--- src/rtl/pc_seq.sv ---
// pc_seq: program-counter sequencer for the fetch stage.
// Computes the next PC from pcsel, protects the supervisor bit on all
// arithmetic and jumps, tracks multi-cycle instructions, and resolves a
// latched interrupt request at instruction boundaries.
module pc_seq #(
  parameter int unsigned       ADDR_W    = 32,
  parameter int unsigned       MULTI_W   = 5,
  parameter logic [ADDR_W-1:0] RESET_VEC = ADDR_W'(32'h8000_0000),
  parameter logic [ADDR_W-1:0] ILLOP_VEC = ADDR_W'(32'h8000_0004),
  parameter logic [ADDR_W-1:0] XADR_VEC  = ADDR_W'(32'h8000_0008)
) (
  input  logic               clock,
  input  logic               reset,
  input  logic [15:0]        id,
  input  logic [ADDR_W-1:0]  jt,
  input  logic [2:0]         pcsel,
  input  logic [MULTI_W-1:0] multi,
  input  logic               stall,
  input  logic               irq,
  output logic [ADDR_W-1:0]  pc,
  output logic [ADDR_W-1:0]  pc_inc,
  output logic [ADDR_W-1:0]  pc_offset,
  output logic [MULTI_W-1:0] multi_counter,
  output logic               irq_take
);

  // Low (non-supervisor) PC width; arithmetic wraps within it.
  localparam int unsigned LOW_W = ADDR_W - 1;
  // Branch offset is built at least wide enough to hold id << 2 plus a sign bit.
  localparam int unsigned EXT_W = (LOW_W > 19) ? LOW_W : 19;
  localparam int unsigned REP_W = EXT_W - 18;

  localparam logic [2:0] SEL_INC  = 3'd0;
  localparam logic [2:0] SEL_BR   = 3'd1;
  localparam logic [2:0] SEL_JMP  = 3'd2;
  localparam logic [2:0] SEL_XADR = 3'd4;

  logic               irq_pend;
  logic               sup_bit;
  logic               at_boundary;
  logic [EXT_W-1:0]   id_shift;
  logic [EXT_W-1:0]   offset_sum;
  logic [ADDR_W-1:0]  jmp_target;
  logic [ADDR_W-1:0]  pc_d;
  logic [MULTI_W-1:0] cnt_d;
  logic               pend_d;
  logic               unused_jt_bits;

  assign unused_jt_bits = ^jt[1:0];

  // State register: PC, multi-cycle counter and pending interrupt latch.
  always_ff @(posedge clock) begin
    if (reset) begin
      pc            <= RESET_VEC;
      multi_counter <= '0;
      irq_pend      <= 1'b0;
    end else begin
      pc            <= pc_d;
      multi_counter <= cnt_d;
      irq_pend      <= pend_d;
    end
  end

  // Next-state selection; the interrupt redirect outranks only pcsel=0.
  always_comb begin
    pc_d       = pc;
    cnt_d      = multi_counter;
    pend_d     = irq_pend | irq;
    jmp_target = {sup_bit & jt[ADDR_W-1], jt[ADDR_W-2:2], 2'b00};
    if (!stall) begin
      if (irq_take) begin
        pc_d   = XADR_VEC;
        cnt_d  = '0;
        pend_d = 1'b0;
      end else begin
        unique case (pcsel)
          SEL_INC: begin
            if (at_boundary) begin
              pc_d  = pc_inc;
              cnt_d = '0;
            end else begin
              cnt_d = multi_counter + MULTI_W'(1);
            end
          end
          SEL_BR: begin
            pc_d  = pc_offset;
            cnt_d = '0;
          end
          SEL_JMP: begin
            pc_d  = jmp_target;
            cnt_d = '0;
          end
          SEL_XADR: begin
            pc_d  = XADR_VEC;
            cnt_d = '0;
          end
          default: begin
            pc_d  = ILLOP_VEC;
            cnt_d = '0;
          end
        endcase
      end
    end
  end

  // Combinational outputs: supervisor-preserving PC arithmetic and interrupt take.
  always_comb begin
    sup_bit     = pc[ADDR_W-1];
    at_boundary = (multi_counter >= multi);
    id_shift    = {{REP_W{id[15]}}, id, 2'b00};
    pc_inc      = {sup_bit, pc[LOW_W-1:0] + LOW_W'(4)};
    offset_sum  = EXT_W'(pc_inc[LOW_W-1:0]) + id_shift;
    pc_offset   = {sup_bit, offset_sum[LOW_W-1:0]};
    irq_take    = !reset && (irq_pend || irq) && !sup_bit && !stall &&
                  (pcsel == SEL_INC) && at_boundary;
  end

endmodule
--- config.mk ---
export PLATFORM = sky130hd
export DESIGN_NAME = pc_seq
export DESIGN_NICKNAME = d
export VERILOG_FILES = /design/src/rtl/pc_seq.sv
export SDC_FILE = /design/constraint.sdc
export NUM_CORES = 1
export LEC_CHECK = 0
export BUFFER_PORTS_ARGS = -buffer_cell sky130_fd_sc_hd__buf_2
export CAP_MARGIN = 0
export CORE_MARGIN = 8
export CORE_UTILIZATION = 37
export CTS_CLUSTER_DIAMETER = 40
export DETAILED_ROUTE_END_ITERATION = 6
export HOLD_SLACK_MARGIN = 0.15
export SLEW_MARGIN = 40
export SYNTH_ARGS = -nofsm -noshare
export SYNTH_HDL_FRONTEND = slang
export SYNTH_SLANG_ARGS = --single-unit
--- constraint.sdc ---
create_clock -name clock -period 6.3 [get_ports clock]
set_clock_uncertainty 0.2 [all_clocks]
set_input_delay 0.315 -clock clock [delete_from_list [all_inputs] [get_ports clock]]
set_output_delay 0.315 -clock clock [all_outputs]
set_load 0.03 [all_outputs]
## Word level (Yosys, flattened, before mapping)

Index checks and enable logic that the tools add are counted.

- Input bits: 60
- Logic and storage cells: 37
- Output and inout port bits: 102
- Flip-flop bits (word level): 38

- Magnitude comparators: 1
- Equal/unequal tests: 6
- Reduce and logical (&&, ||, !) cells: 12
- $add $sub $neg: 3
- Bitwise operators: 3
- Mux-type cells: 8

Operator list:

| cell | count |
|---|---|
| case mux 32 bit (4 select lines) | 1 |
| two-way mux 32 bit | 1 |
| adder 31 x 3 -> 31 bit (second input constant) | 1 |
| adder 31 bit | 1 |
| two-way mux 31 bit | 1 |
| two-way mux 5 bit | 3 |
| adder 5 x 1 -> 5 bit (second input constant) | 1 |
| greater-or-equal comparator 5 bit | 1 |
| logical AND 1 bit | 5 |
| inequality test 2 bit (second input constant) | 2 |
| equality test 3 x 1 -> 1 bit (second input constant) | 1 |
| equality test 3 x 2 -> 1 bit (second input constant) | 1 |
| equality test 3 bit (second input constant) | 1 |
| logical NOT 1 bit | 3 |
| logical NOT 3 bit | 1 |
| inequality test 3 bit (second input constant) | 1 |
| AND reduction 3 bit | 1 |
| two-way mux 1 bit | 2 |
| AND reduction 2 bit | 1 |
| bitwise AND 1 bit | 1 |
| logical OR 1 bit | 1 |
| inverter 1 bit | 1 |
| OR 1 bit | 1 |

## Depth between registers and ports, before layout

- Depth in word-level cells: 8
- Gate-level depth with buffers: 16
- Gate-level depth less buffers: 14

## Worst setup path before layout

OpenSTA, ideal clock, no wires.

- Path type: register -> output
- Start: register pc[8]
- End: output pc_offset[30]
- Path slack: 1.711 ns
- Buffers on the path: 1
- Cell stages (with the launch flop): 14
- Data arrival time: 4.074 ns
- Required time: 5.785 ns
- Cells stage by stage: dfxtp_1 nand4_2 or3b_1 buf_6 nor2_8 and4_1 xor2_1 ha_1 a21oi_1 o21bai_1 a21o_1 nor3b_1 a221oi_2 xnor2_1

- Cells in the longest elaborated chain, start to end: 2

Ends and longest elaborated chain:

| element | line | RTL |
|---|---|---|
| start: declaration | 20 | `output logic [ADDR_W-1:0] pc,` |
| start signal: assignment | 58 | `pc <= pc_d;` |
| adder 31 x 3 -> 31 bit | 111 | `pc_inc = {sup_bit, pc[LOW_W-1:0] + LOW_W'(4)};` |
| net pc_inc[23] | 21 | `output logic [ADDR_W-1:0] pc_inc,` |
| adder 31 bit | 112 | `offset_sum = EXT_W'(pc_inc[LOW_W-1:0]) + id_shift;` |
| end: declaration | 22 | `output logic [ADDR_W-1:0] pc_offset,` |

The timed path passes the listed nets, and every way through them passes these cells.

## Worst setup path after layout

- Start: register pc[2]
- End: output pc_offset[29]

- Cells in the longest elaborated chain, start to end: 2

Ends and longest elaborated chain:

| element | line |
|---|---|
| adder 31 x 3 -> 31 bit | 111 |
| adder 31 bit | 112 |

Every way passes these cells.

==> impl_metrics.toml <==
[run_status]
status = "finished clean"

[yosys]
synth-xor-area-share_pct = 12.0
syn_area_per_cell_um2 = 7.83
synth_flop_cell = "dfxtp_1"
synth_warnings = 0
synthCells = 549
synth.distinct_cells = 76
synthesis.area_um2 = 4300
yosys.area_share.simple_pct = 21.2
synth_compound_area_share_pct = 30.0
synth_top_family_by_area = "compound AO/OA/AOI/OAI gates"
yosysTopAreaCell = "dfxtp_1"
ys_ff_latch = 36
ys_seq_area_share_pct = 16.8
synthAdderAreaFrac_pct = 12.1
synth_edf_count = 0
synth_top_area_share_pct = 16.8
synth.area.top_cells = "dfxtp_1, ha_1, xnor2_1"
synthArstFlopShare_pct = 0
synthMuxAreaShare_pct = 2.36

[clock_network]
cts_buffer_depth = 2
clock_sinks = 36
cts_resized = 0
htree_levels = 2
insertion_delay_ns = 0.29
clk_transition_reported_paths_ns = 0.07
cts_tree = "yes"
numCtsBuffers = 5
root_buffer = "clkbuf_16"

[power]
ir_drop_mv = 0.115
leakagePower_nw = 2.64
power_density_nw_per_um2 = 158
p_total_mw = 0.871

[critical_path]
arrival_ns = 4.53
crit_path_max_incr_delay_ns = 0.60
r2r_slack_ns = 1.88
crit_family = "compound AO/OA/AOI/OAI gates"
path_class = "reg -> out"
r2r_end = "pc[30]"
path_buf_inv = 1
critPathSlowestCell = "nor4_4"
path_cells = "ha_1, nand4_2, nor4_4, and2_1, xor2_1, ha_1, a21oi_1, o21ai_0, a221oi_1, o21ai_0, a211oi_1, xnor2_1, buf_2"
r2r-start = "pc[8]"
crit_path_start_kind = "flip-flop"
cp_max_fo = 7
worstPathRequired_ns = 5.78
setup.worst_path.end_class = "output port"
rr_worst_depth = 13

[cells_and_area]
area_growth_pct = 27.9
diodes = 0
final_cells = 849
drive_gt1_share_pct = 26.1
fin_util_pct = 48.3
layout.nets = 806

[timing]
relSlewSlack_pct = 50.5
rsz0062_at_grt = "false"
post-route-period-util_pct = 80.0
tightestPinTransition_ns = 0.742
slew_violations = 0
min_period_ns = 5.04
finalHoldViolCount = 0
setup_viol = 0
finalSetupTns_ns = 0
holdWs_ns = 0.151
max_freq_ghz = 0.198

[route]
drtIter0Drc = 398
routed_wl_um = 16800
drt_first_pass_iters = 5
route.detailed.drc = 0
avgViaCountPerCell = 5.80
detail-route-antenna-nets = 0
avgRoutedWirePerCell_um = 19.8
vias = 4927

[min_path]
worstHoldStart = "jt[12]"
hold_end = "pc[12]"
hold_depth = 3
holdCritPathClass = "in -> reg"

[place]
numPortBuffers = 153
dp.cells = 822
gp_congestion = 0.947
hpwl_um = 13100

[global_route]
grt_pass1_vias = 5093
grtUsageMet3_pct = 4.49
antenna_found_initial = 0
grt_pass1_wl_um = 26200
overflow = 0
grt_max_degree = 26
grt_use_met2_pct = 36.9
grtUsageMet1_pct = 26.7
busiest_layer = "met2"
grt_util_all_layers_pct = 21.3

[floorplan]
fp.dieH_um = 124
initial_core_util_pct = 37.8
die_area_um2 = 15300
io_pins = 162
coreArea_um2 = 11400
die_w_um = 124
rows = 39

[job]
drv_cap = 0
## timing repair
item	4_1_cts	5_1_grt
hold buffers	19	0
endpoints found under the hold margin	21	0
setup buffers	0	0
## through the flow
step	cell area, um^2	worst slack (ns)
2_1_floorplan	4320	1.71
3_3_place_gp	5130	1.67
3_5_place_dp	5130	1.66
4_1_cts	5500	1.32
5_1_grt	5500	1.06
6_report	5500	1.26
## metal layers
metal	share of wire, %	up-vias
li1	-	2379
met1	44	2326
met2	47	205
met3	8.2	17
met4	1.3	0
met5	0	-
## worst min-delay path: stages
cell and delay (ns):
buf_2 0.08, a222oi_1 0.08, o21ai_0 0.13
## cell families after synthesis
family | after synthesis
other | 1
xor gates and xnor gates | 58
muxes | 10
AOI/OAI and AO/OA | 184
and+or+nand+nor | 168
DFF | 36
adders and majority gates | 41
buffers and inverters | 51
## state kept, by name, summed over array words and instances, names as in the netlist
| name | flops |
|---|---|
| irq_pend | 1 |
| multi_counter | 5 |
| pc | 30 |
## worst max-delay path by stage
stage                     depth (start not counted)  slack, ns   from       endpoint
after global placement                           13       1.67  pc[2]  pc_offset[29]
after global routing                             13       1.06  pc[2]  pc_offset[29]
after CTS                                        13       1.32  pc[2]  pc_offset[29]
final                                            13       1.26  pc[2]  pc_offset[29]
after floorplan                                  13       1.71  pc[8]  pc_offset[30]
after detailed placement                         13       1.66  pc[2]  pc_offset[29]
## layout by cell type (no fill, tap or decap), drive strengths merged, types with 6 or more instances in the layout
| master | count |
|---|---|
| a21o | 12 |
| a31oi | 6 |
| conb | 6 |
| nand2 | 50 |
| o21ai | 34 |
| a221o | 7 |
| nor2 | 32 |
| xnor2 | 35 |
| nand2b | 6 |
| nor3 | 12 |
| o211ai | 6 |
| xor2 | 23 |
| a211oi | 9 |
| buf | 157 |
| a21oi | 42 |
| a222oi | 8 |
| dfxtp | 36 |
| nand3 | 21 |
| dlygate4sd3 | 19 |
| nand4 | 10 |
| inv | 20 |
| mux2i | 9 |
| ha | 40 |
| a22oi | 9 |
## power by group
| part | leakage, nW | switching (mW) | total, mW | internal [mW] |
|---|---|---|---|---|
| registers | 0.292 | 0.00954 | 0.243 | 0.234 |
| logic | 2.27 | 0.214 | 0.323 | 0.109 |
| clock network | 0.0804 | 0.116 | 0.304 | 0.189 |
## cell type report
type                    instances  area (um^2)
multi-input cells             467         3370
flip-flops and latches         36          721
repair buffers                176          986
inverters                      19         71.3
fillers                      1140         5870
well taps                     143          179
clock buffers                   5          125
clock inverters                 3         46.3
## synthesized netlist by cell type, drive strengths merged, types with 13 or more instances
cell	count
nor2	32
xor2	23
ha	40
buf	19
a21oi	42
nand3	21
inv	19
dfxtp	36
clkbuf	13
nand2	50
xnor2	35
o21ai	34
(Power assumes the default switching activity.)
